<file path="src/rtl/seg_digit_scanner_pkg.sv">
// seg_digit_scanner_pkg
// Shared definitions for the multiplexed seven-segment display scanner:
// the scan FSM state type and the default geometry/timing constants.
package seg_digit_scanner_pkg;

  typedef enum logic {
    ST_BLANK = 1'b0,
    ST_SHOW  = 1'b1
  } scan_state_e;

  localparam int DEF_NUM_DIGITS   = 4;
  localparam int DEF_SLOT_CYCLES  = 50000;
  localparam int DEF_BLANK_CYCLES = 16;

endpackage

</file>
<file path="src/rtl/seg_slot_timer.sv">
// seg_slot_timer
// Counts cycles inside the current phase of a digit slot and raises the
// end-of-phase strobes the scan FSM uses to advance.
// Ports:
//   clk, rst_n  clock, asynchronous active-low reset
//   state       current scan phase (BLANK or SHOW) owned by the FSM
//   blank_end   last cycle of the dark phase of a slot
//   slot_end    last cycle of the lit phase, i.e. the end of the whole slot
module seg_slot_timer
  import seg_digit_scanner_pkg::*;
#(
  parameter int SLOT_CYCLES  = DEF_SLOT_CYCLES,
  parameter int BLANK_CYCLES = DEF_BLANK_CYCLES
) (
  input  logic        clk,
  input  logic        rst_n,
  input  scan_state_e state,
  output logic        blank_end,
  output logic        slot_end
);

  localparam int CNT_W = (SLOT_CYCLES > 2) ? $clog2(SLOT_CYCLES) : 1;
  localparam logic [CNT_W-1:0] BLANK_LAST = CNT_W'(BLANK_CYCLES - 1);
  localparam logic [CNT_W-1:0] SHOW_LAST  = CNT_W'(SLOT_CYCLES - BLANK_CYCLES - 1);

  logic [CNT_W-1:0] cnt;

  assign blank_end = (state == ST_BLANK) && (cnt == BLANK_LAST);
  assign slot_end  = (state == ST_SHOW)  && (cnt == SHOW_LAST);

  // The counter restarts at every phase boundary so each phase counts from 0.
  always_ff @(posedge clk or negedge rst_n) begin
    if (!rst_n) begin
      cnt <= '0;
    end else if (blank_end || slot_end) begin
      cnt <= '0;
    end else begin
      cnt <= cnt + CNT_W'(1);
    end
  end

endmodule

</file>
<file path="src/rtl/seg_digit_scanner.sv">
// seg_digit_scanner
// Time-multiplexes NUM_DIGITS hex nibbles onto one shared character bus.
// Each digit slot starts with a dark (anti-ghosting) phase, then lights the
// digit. New values are double-buffered and only committed at frame wrap.
// Ports:
//   clk, rst_n    clock, asynchronous active-low reset
//   value         NUM_DIGITS hex nibbles, nibble 0 = least significant digit
//   value_valid   load request; accepted when value_ready is high
//   value_ready   shadow register empty
//   blank_lz      leading-zero suppression enable
//   char          nibble of the digit being scanned (to external decoder)
//   digit_en      active-low digit enables, at most one low
//   frame_tick    one-cycle pulse at the start of each frame after the first
module seg_digit_scanner
  import seg_digit_scanner_pkg::*;
#(
  parameter int NUM_DIGITS   = DEF_NUM_DIGITS,
  parameter int SLOT_CYCLES  = DEF_SLOT_CYCLES,
  parameter int BLANK_CYCLES = DEF_BLANK_CYCLES
) (
  input  logic                    clk,
  input  logic                    rst_n,
  input  logic [4*NUM_DIGITS-1:0] value,
  input  logic                    value_valid,
  output logic                    value_ready,
  input  logic                    blank_lz,
  output logic [3:0]              char,
  output logic [NUM_DIGITS-1:0]   digit_en,
  output logic                    frame_tick
);

  localparam int IDX_W = $clog2(NUM_DIGITS);
  localparam logic [IDX_W-1:0] LAST_IDX = IDX_W'(NUM_DIGITS - 1);

  scan_state_e             state, state_nx;
  logic [IDX_W-1:0]        idx, idx_nx;
  logic                    wrap, blank_end, slot_end, load, full;
  logic [4*NUM_DIGITS-1:0] disp, shadow, disp_nx;
  logic [3:0]              char_nx;
  logic [NUM_DIGITS-1:0]   sel, digit_en_nx;

  // A digit is dark when suppression is on, it is not digit 0, and it and
  // every more significant nibble are zero.
  function automatic logic suppressed(input logic [4*NUM_DIGITS-1:0] d,
                                      input logic [IDX_W-1:0]        k,
                                      input logic                    lz);
    logic nonzero;
    nonzero = 1'b0;
    for (int i = 0; i < NUM_DIGITS; i++) begin
      if ((i >= int'(k)) && (d[4*i +: 4] != 4'h0)) nonzero = 1'b1;
    end
    return lz && (k != '0) && !nonzero;
  endfunction

  seg_slot_timer #(
    .SLOT_CYCLES  (SLOT_CYCLES),
    .BLANK_CYCLES (BLANK_CYCLES)
  ) u_slot_timer (
    .clk       (clk),
    .rst_n     (rst_n),
    .state     (state),
    .blank_end (blank_end),
    .slot_end  (slot_end)
  );

  assign value_ready = !full;
  assign load        = value_valid && !full;

  // FSM state register
  always_ff @(posedge clk or negedge rst_n) begin
    if (!rst_n) begin
      state <= ST_BLANK;
      idx   <= '0;
    end else begin
      state <= state_nx;
      idx   <= idx_nx;
    end
  end

  // FSM next state
  always_comb begin
    state_nx = state;
    idx_nx   = idx;
    wrap     = 1'b0;
    case (state)
      ST_BLANK: if (blank_end) state_nx = ST_SHOW;
      ST_SHOW: begin
        if (slot_end) begin
          state_nx = ST_BLANK;
          if (idx == LAST_IDX) begin
            idx_nx = '0;
            wrap   = 1'b1;
          end else begin
            idx_nx = idx + IDX_W'(1);
          end
        end
      end
      default: state_nx = ST_BLANK;
    endcase
  end

  // FSM outputs: computed from the next state so the registered outputs
  // line up with the state they describe, including a freshly committed disp.
  always_comb begin
    disp_nx     = (wrap && full) ? shadow : disp;
    char_nx     = disp_nx[{idx_nx, 2'b00} +: 4];
    sel         = '0;
    sel[idx_nx] = 1'b1;
    digit_en_nx = '1;
    if ((state_nx == ST_SHOW) && !suppressed(disp_nx, idx_nx, blank_lz)) begin
      digit_en_nx = ~sel;
    end
  end

  // Display buffers and registered outputs
  always_ff @(posedge clk or negedge rst_n) begin
    if (!rst_n) begin
      disp       <= '0;
      shadow     <= '0;
      full       <= 1'b0;
      char       <= 4'h0;
      digit_en   <= '1;
      frame_tick <= 1'b0;
    end else begin
      // A load on the wrap edge (full was 0) lands in shadow and waits for
      // the next wrap; commit and load are mutually exclusive via full.
      if (wrap && full) begin
        disp <= shadow;
        full <= 1'b0;
      end else if (load) begin
        shadow <= value;
        full   <= 1'b1;
      end
      char       <= char_nx;
      digit_en   <= digit_en_nx;
      frame_tick <= wrap;
    end
  end

endmodule

</file>
<file path="config.mk">
export PLATFORM = sky130hd
export DESIGN_NAME = seg_digit_scanner
export DESIGN_NICKNAME = d
export VERILOG_FILES = /design/src/rtl/seg_digit_scanner_pkg.sv /design/src/rtl/seg_slot_timer.sv /design/src/rtl/seg_digit_scanner.sv
export SDC_FILE = /design/constraint.sdc
export NUM_CORES = 1
export LEC_CHECK = 0
export BUFFER_PORTS_ARGS = -buffer_cell sky130_fd_sc_hd__buf_2
export CORE_MARGIN = 5
export CORE_UTILIZATION = 40
export DETAILED_ROUTE_END_ITERATION = 8
export HOLD_SLACK_MARGIN = 0.08
export SYNTH_ARGS = -nofsm -noshare
export SYNTH_HDL_FRONTEND = slang
export SYNTH_SLANG_ARGS = --single-unit
</file>
<file path="constraint.sdc">
create_clock -name clk -period 5.2 [get_ports clk]
set_clock_uncertainty 0.15 [all_clocks]
set_input_delay 0.52 -clock clk [delete_from_list [all_inputs] [get_ports clk]]
set_output_delay 0.52 -clock clk [all_outputs]
set_load 0.005 [all_outputs]
</file>
* Word level (Yosys, flattened, before mapping)
Index checks and enable logic that the tools add are counted.
** Storage, ports and cells
- Register bits :: 61
** Operators by class
- Add/subtract/negate cells :: 2
- Magnitude comparators :: 5
- Equality and inequality tests :: 3
- Shift-type cells :: 1
- Mux-type cells :: 20
- Bitwise operators :: 3
- Reduce and logical (&&, ||, !) cells :: 22
** Operators by type and width (number)
- $mux 16 :: 2
- $add 16x1->16 const B :: 1
- $eq 16x16->1 const B :: 1
- $eq 16x4->1 const B :: 1
- $reduce_bool 4->1 :: 4
- $shiftx 16x5->4 :: 1
- $mux 1 :: 12
- $logic_and 1x1->1 :: 11
- $mux 2 :: 3
- $ge 1x2->1 const A :: 2
- $mux 4 :: 1
- $not 4->4 :: 1
- $reduce_bool 2->1 :: 2
- $logic_not 1->1 :: 3
- $lt 2x3->1 const B :: 1
- $add 2x1->2 const B :: 1
- $demux 1 s2 :: 1
- $eq 2x2->1 const B :: 1
- $ge 2x1->1 const B :: 1
- $ge 2x2->1 const A :: 1
- $not 1->1 :: 2
- $pmux 1 s2 :: 1
- $reduce_and 2->1 :: 1
- $logic_or 1x1->1 :: 1

* Depth between registers and ports, before layout
- Depth in word-level cells :: 17
- Mapped depth :: 8
- Gate-level depth less buffers :: 7

* By module
A second synthesis with hierarchy kept.
** Second synthesis, totals
- Cells, all modules :: 211
- Area, all modules :: 2740.1 um^2
** Modules (own cells, without submodules)
- seg_digit_scanner :: instances 1, cells each 133, area each 1953.1 um^2
- seg_slot_timer :: instances 1, cells each 78, area each 787.0 um^2

* Least setup slack after synthesis
OpenSTA, ideal clock, no wires.
- Path type :: register to register
- Start :: reg u_slot_timer.cnt[7]
- End :: reg char[0]
- Setup time :: 0.134 ns
- Arrival :: 2.182 ns
- Required time :: 4.916 ns
- Slack :: 2.733 ns
- Stages on the path, launching flop included :: 8
- Path buffers :: 1
- Path through :: dfrtp_1 > or4_4 > nor4_4 > nand4_2 > mux2i_2 > buf_6 > mux2i_1 > mux2i_1
** Between the ends
- Longest elaborated chain between the ends :: 7
** Ends and longest elaborated chain
- start, declared :: RTL line seg_slot_timer.sv:26 : logic [CNT_W-1:0] cnt;
- start signal, assigned :: RTL line seg_slot_timer.sv:38 : cnt <= cnt + CNT_W'(1);
- $eq 16x16->1 (*) :: RTL line seg_slot_timer.sv:29 : assign slot_end = (state == ST_SHOW) && (cnt == SHOW_LAST);
- $logic_and 1x1->1 (*) :: RTL line seg_slot_timer.sv:29
- $mux 1 :: RTL line seg_digit_scanner.sv:88 : if (slot_end) begin
- $mux 1 :: RTL line seg_digit_scanner.sv:85 : case (state)
- $logic_and 1x1->1 :: RTL line seg_digit_scanner.sv:105 : disp_nx = (wrap && full) ? shadow : disp;
- $mux 16 :: RTL line seg_digit_scanner.sv:105
- $shiftx 16x5->4 (*) :: RTL line seg_digit_scanner.sv:106 : char_nx = disp_nx[{idx_nx, 2'b00} +: 4];
- net char_nx[0] :: RTL line seg_digit_scanner.sv:39 : logic [3:0] char_nx;
- end signal, assigned :: RTL line seg_digit_scanner.sv:134 : char <= char_nx;
- end, declared :: RTL line seg_digit_scanner.sv:27 : output logic [3:0] char,
The timed path passes the listed nets; every way through them passes the cells marked *.
A chain may end at the register's enable or synchronous reset.

* Final worst setup path
- Start :: reg u_slot_timer.cnt[7]
- End :: reg digit_en[3]
** Between the ends
- Longest elaborated chain between the ends :: 17
** Ends and longest elaborated chain
- $eq 16x16->1 :: RTL line seg_slot_timer.sv:29
- $logic_and 1x1->1 :: RTL line seg_slot_timer.sv:29
- $mux 1 :: RTL line seg_digit_scanner.sv:88
- $mux 1 :: RTL line seg_digit_scanner.sv:85
- $logic_and 1x1->1 :: RTL line seg_digit_scanner.sv:105
- $mux 16 :: RTL line seg_digit_scanner.sv:105
- $reduce_bool 4->1 :: RTL line seg_digit_scanner.sv:50 : if ((i >= int'(k)) && (d[4*i +: 4] != 4'h0)) nonzero = 1'b1;
- $logic_and 1x1->1 :: RTL line seg_digit_scanner.sv:50
- $mux 1 (4 in a row) :: RTL line seg_digit_scanner.sv:50
- $logic_not 1->1 :: RTL line seg_digit_scanner.sv:52 : return lz && (k != '0) && !nonzero;
- $logic_and 1x1->1 :: RTL line seg_digit_scanner.sv:52
- $logic_not 1->1 :: RTL line seg_digit_scanner.sv:110 : if ((state_nx == ST_SHOW) && !suppressed(disp_nx, idx_nx, blank_lz)) begin
- $logic_and 1x1->1 :: RTL line seg_digit_scanner.sv:110
- $mux 4 (*) :: RTL line seg_digit_scanner.sv:110
- net digit_en_nx[3] :: RTL line seg_digit_scanner.sv:40 : logic [NUM_DIGITS-1:0] sel, digit_en_nx;
- end signal, assigned :: RTL line seg_digit_scanner.sv:135 : digit_en <= digit_en_nx;
- end, declared :: RTL line seg_digit_scanner.sv:28 : output logic [NUM_DIGITS-1:0] digit_en,
Marks and branches as above.

==> impl_metrics.env <==
export IMPL_synth_edff_count=0
export IMPL_power_frac_comb_pct=3.2
export IMPL_track_usage_pct=13.1
export IMPL_clock_path_buffers=2
export IMPL_start_kind="register"
export IMPL_die_x_um=91.6
export IMPL_root_buffer="clkbuf_8"
export IMPL_critPathCaptureType="register"
export IMPL_clock_power_share_pct=46.5
export IMPL_syn_area_per_cell_um2=12.9
export IMPL_drtIter0Drc=56
export IMPL_drt_wl_total_mm=5.06
export IMPL_layout_commonest_cell="dfrtp_1"
export IMPL_peakVddDrop_uv=200
export IMPL_yosysSeqAreaShare_pct=57.4
export IMPL_gp_congestion=0.765
export IMPL_cp_required_ns=5.29
export IMPL_core_area_um2=6420
export IMPL_cp_max_fo=20
export IMPL_antennaDiodeCount=0
export IMPL_timing_rr_end="digit_en[3]"
export IMPL_viasPerCell=5.25
export IMPL_p_per_area_nw_per_um2=320
export IMPL_reg2reg_depth=6
export IMPL_whs_ns=0.189
export IMPL_grt_pass1_wl_mm=8.57
export IMPL_synthCells=206
export IMPL_rsz0062_at_grt="false"
export IMPL_p_seq_share_pct=50.3
export IMPL_overflow=0
export IMPL_p_leak_nw=1.56
export IMPL_crit_reg2reg_launch="u_slot_timer.cnt[7]"
export IMPL_maxCapViolations=0
export IMPL_synth_net_count=228
export IMPL_fmax_mhz=322
export IMPL_p_switching_mw=0.217
export IMPL_ant_nets=0
export IMPL_regToRegSetupSlack_ns=2.09
export IMPL_dp_cells=307
export IMPL_drive_above_1_share_pct=35.8
export IMPL_grt_pass1_vias=1833
export IMPL_dp_slack_ns=2.06
export IMPL_first_pass_iters=4
export IMPL_relSlewSlack_pct=37.4
export IMPL_cts_resized=0
export IMPL_clock_latency_ns=0.34
export IMPL_antenna_found_initial=0
export IMPL_worst_pin_slew_ns=0.921
export IMPL_netlist_area_um2=2670
export IMPL_yosysWarnings=0
export IMPL_fill_cells=610
export IMPL_clkTransAtPathRegs_ns=0.06
export IMPL_die_y_um=91.6
export IMPL_switching_share_pct=21.8
export IMPL_power_internal_mw=0.777
export IMPL_io_buffers=29
export IMPL_htreeDepth=3
export IMPL_initial_core_util_pct=41.5
export IMPL_drc=0
export IMPL_finalSetupViolations=0
export IMPL_synth_async_reset_ratio_pct=100
export IMPL_fin_crit_ns=3.11
export IMPL_area_growth_pct=16.4
export IMPL_synthFlopType="dfrtp_1"
export IMPL_final_cell_mix="57 x dfrtp_1, 30 x mux2_2, 29 x buf_2, 15 x mux2i_1, 14 x nor2_1"
export IMPL_nets=263
export IMPL_vias=1695
export IMPL_post_drt_wl_per_cell_um=15.7
export IMPL_setup_ws_ns=2.09
export IMPL_worstPathArrival_ns=3.20
export IMPL_hp_class="input port to async pin"
export IMPL_numCtsBuffers=9
export IMPL_ys_types=36
export IMPL_fin_crit_sh_pct=59.8
export IMPL_finalHoldViolCount=0
export IMPL_finalMaxSlewViolations=0
export IMPL_status="complete, no violations"
export IMPL_finalSetupTns_ns=0
export IMPL_cts_tree="done"
export IMPL_rows=29
export IMPL_grt_max_degree=62
export IMPL_fp_dieArea_um2=8400
export IMPL_yosys_register_bits=61
export IMPL_cts_hold_buf=0
export IMPL_cts_setup_buffers=0
export IMPL_ios=30
export IMPL_final_cells=323
export IMPL_clkSinkCount=61
export IMPL_hpwl_mm=3.53
export IMPL_critical_path_class="register to register"
[cells by family after synthesis]
kind of cell	count (synthesis)	synth area share, %
AOI/OAI and AO/OA	6	1.74
xor gates and xnor gates	13	4.27
adders and majority gates	2	0.938
buffers and inverters	13	2.44
DFF	61	57.4
muxes	49	20.5
and+or+nand+nor	62	12.7
[routing by layer]
metal	global-route usage [%]	up-vias	part of all wire (%)
met5	0	-	0
met4	6.66	0	2.3
met3	4.58	11	3.9
met2	21.1	32	50
met1	15.4	846	44
li1	-	806	-
[power groups by stage]
stage / Sequential, mW / Clock [mW] / Combinational [mW]
6_report: 0.500 / 0.462 / 0.0323
5_1_grt: 0.502 / 0.499 / 0.0372
4_1_cts: 0.500 / 0.475 / 0.0336
3_5_place_dp: 0.509 / 0 / 0.0336
3_3_place_gp: 0.509 / 0 / 0.0328
2_1_floorplan: 0.504 / 0 / 0.0152
[Yosys cell counts (5+ instances only)]
library cell  number  area share [%]
xnor2_1            5             1.6
nor3_1             5            0.94
nand3_1            6             1.1
mux2i_1           15             5.6
mux2_2            30              13
nand2_1           13             1.8
dfrtp_1           57              53
nand4_1            7             1.6
nor2_1            14             2.0
nor4_1             5             1.2
xor2_1             8             2.6
[registers in the layout, summed over array words and instances (netlist names), 2 cells and up]
name / cells
u_slot_timer.cnt: 16
shadow: 16
char: 4
idx: 2
digit_en: 4
disp: 16
[area by class of cell]
| cell class | count | area [µm²] | share of cell area [%] |
|---|---|---|---|
| flip-flops and latches | 61 | 1530 | 49.3 |
| multi-input cells | 132 | 1070 | 34.5 |
| inverters | 6 | 22.5 | 0.726 |
| clock inverters | 7 | 100 | 3.22 |
| well taps | 77 | 96.3 | 3.10 |
| clock buffers | 9 | 124 | 3.99 |
| repair buffers | 31 | 160 | 5.16 |
[how the worst max path moves through the flow]
stage / from / depth (start not counted) / slack, ns / endpoint
3_5_place_dp: u_slot_timer.cnt[7] / 6 / 2.06 / digit_en[3]
3_3_place_gp: u_slot_timer.cnt[7] / 6 / 2.06 / digit_en[3]
6_report: u_slot_timer.cnt[7] / 6 / 2.09 / digit_en[3]
4_1_cts: u_slot_timer.cnt[7] / 6 / 2.03 / digit_en[3]
2_1_floorplan: u_slot_timer.cnt[7] / 7 / 2.73 / char[0]
5_1_grt: u_slot_timer.cnt[7] / 6 / 1.87 / digit_en[3]
[critical path: stages (launching register included)]
cell and delay, ns:
dfrtp_1 0.41, or4_4 0.57, nor4_4 0.27, and3_1 0.82
mux2i_1 0.22, o31a_1 0.32, o311ai_1 0.25
[per-stage QoR]
stage / utilization (%) / power (mW) / area, µm²
final: 48.3 / 0.995 / 3100
after global routing: 48.3 / 1.04 / 3100
after CTS: 48.3 / 1.01 / 3100
after detailed placement: 44.8 / 0.543 / 2880
after global placement: 44.8 / 0.542 / 2880
after floorplan: - / 0.520 / 2670
Note: power is estimated with default switching activity, not from simulation.
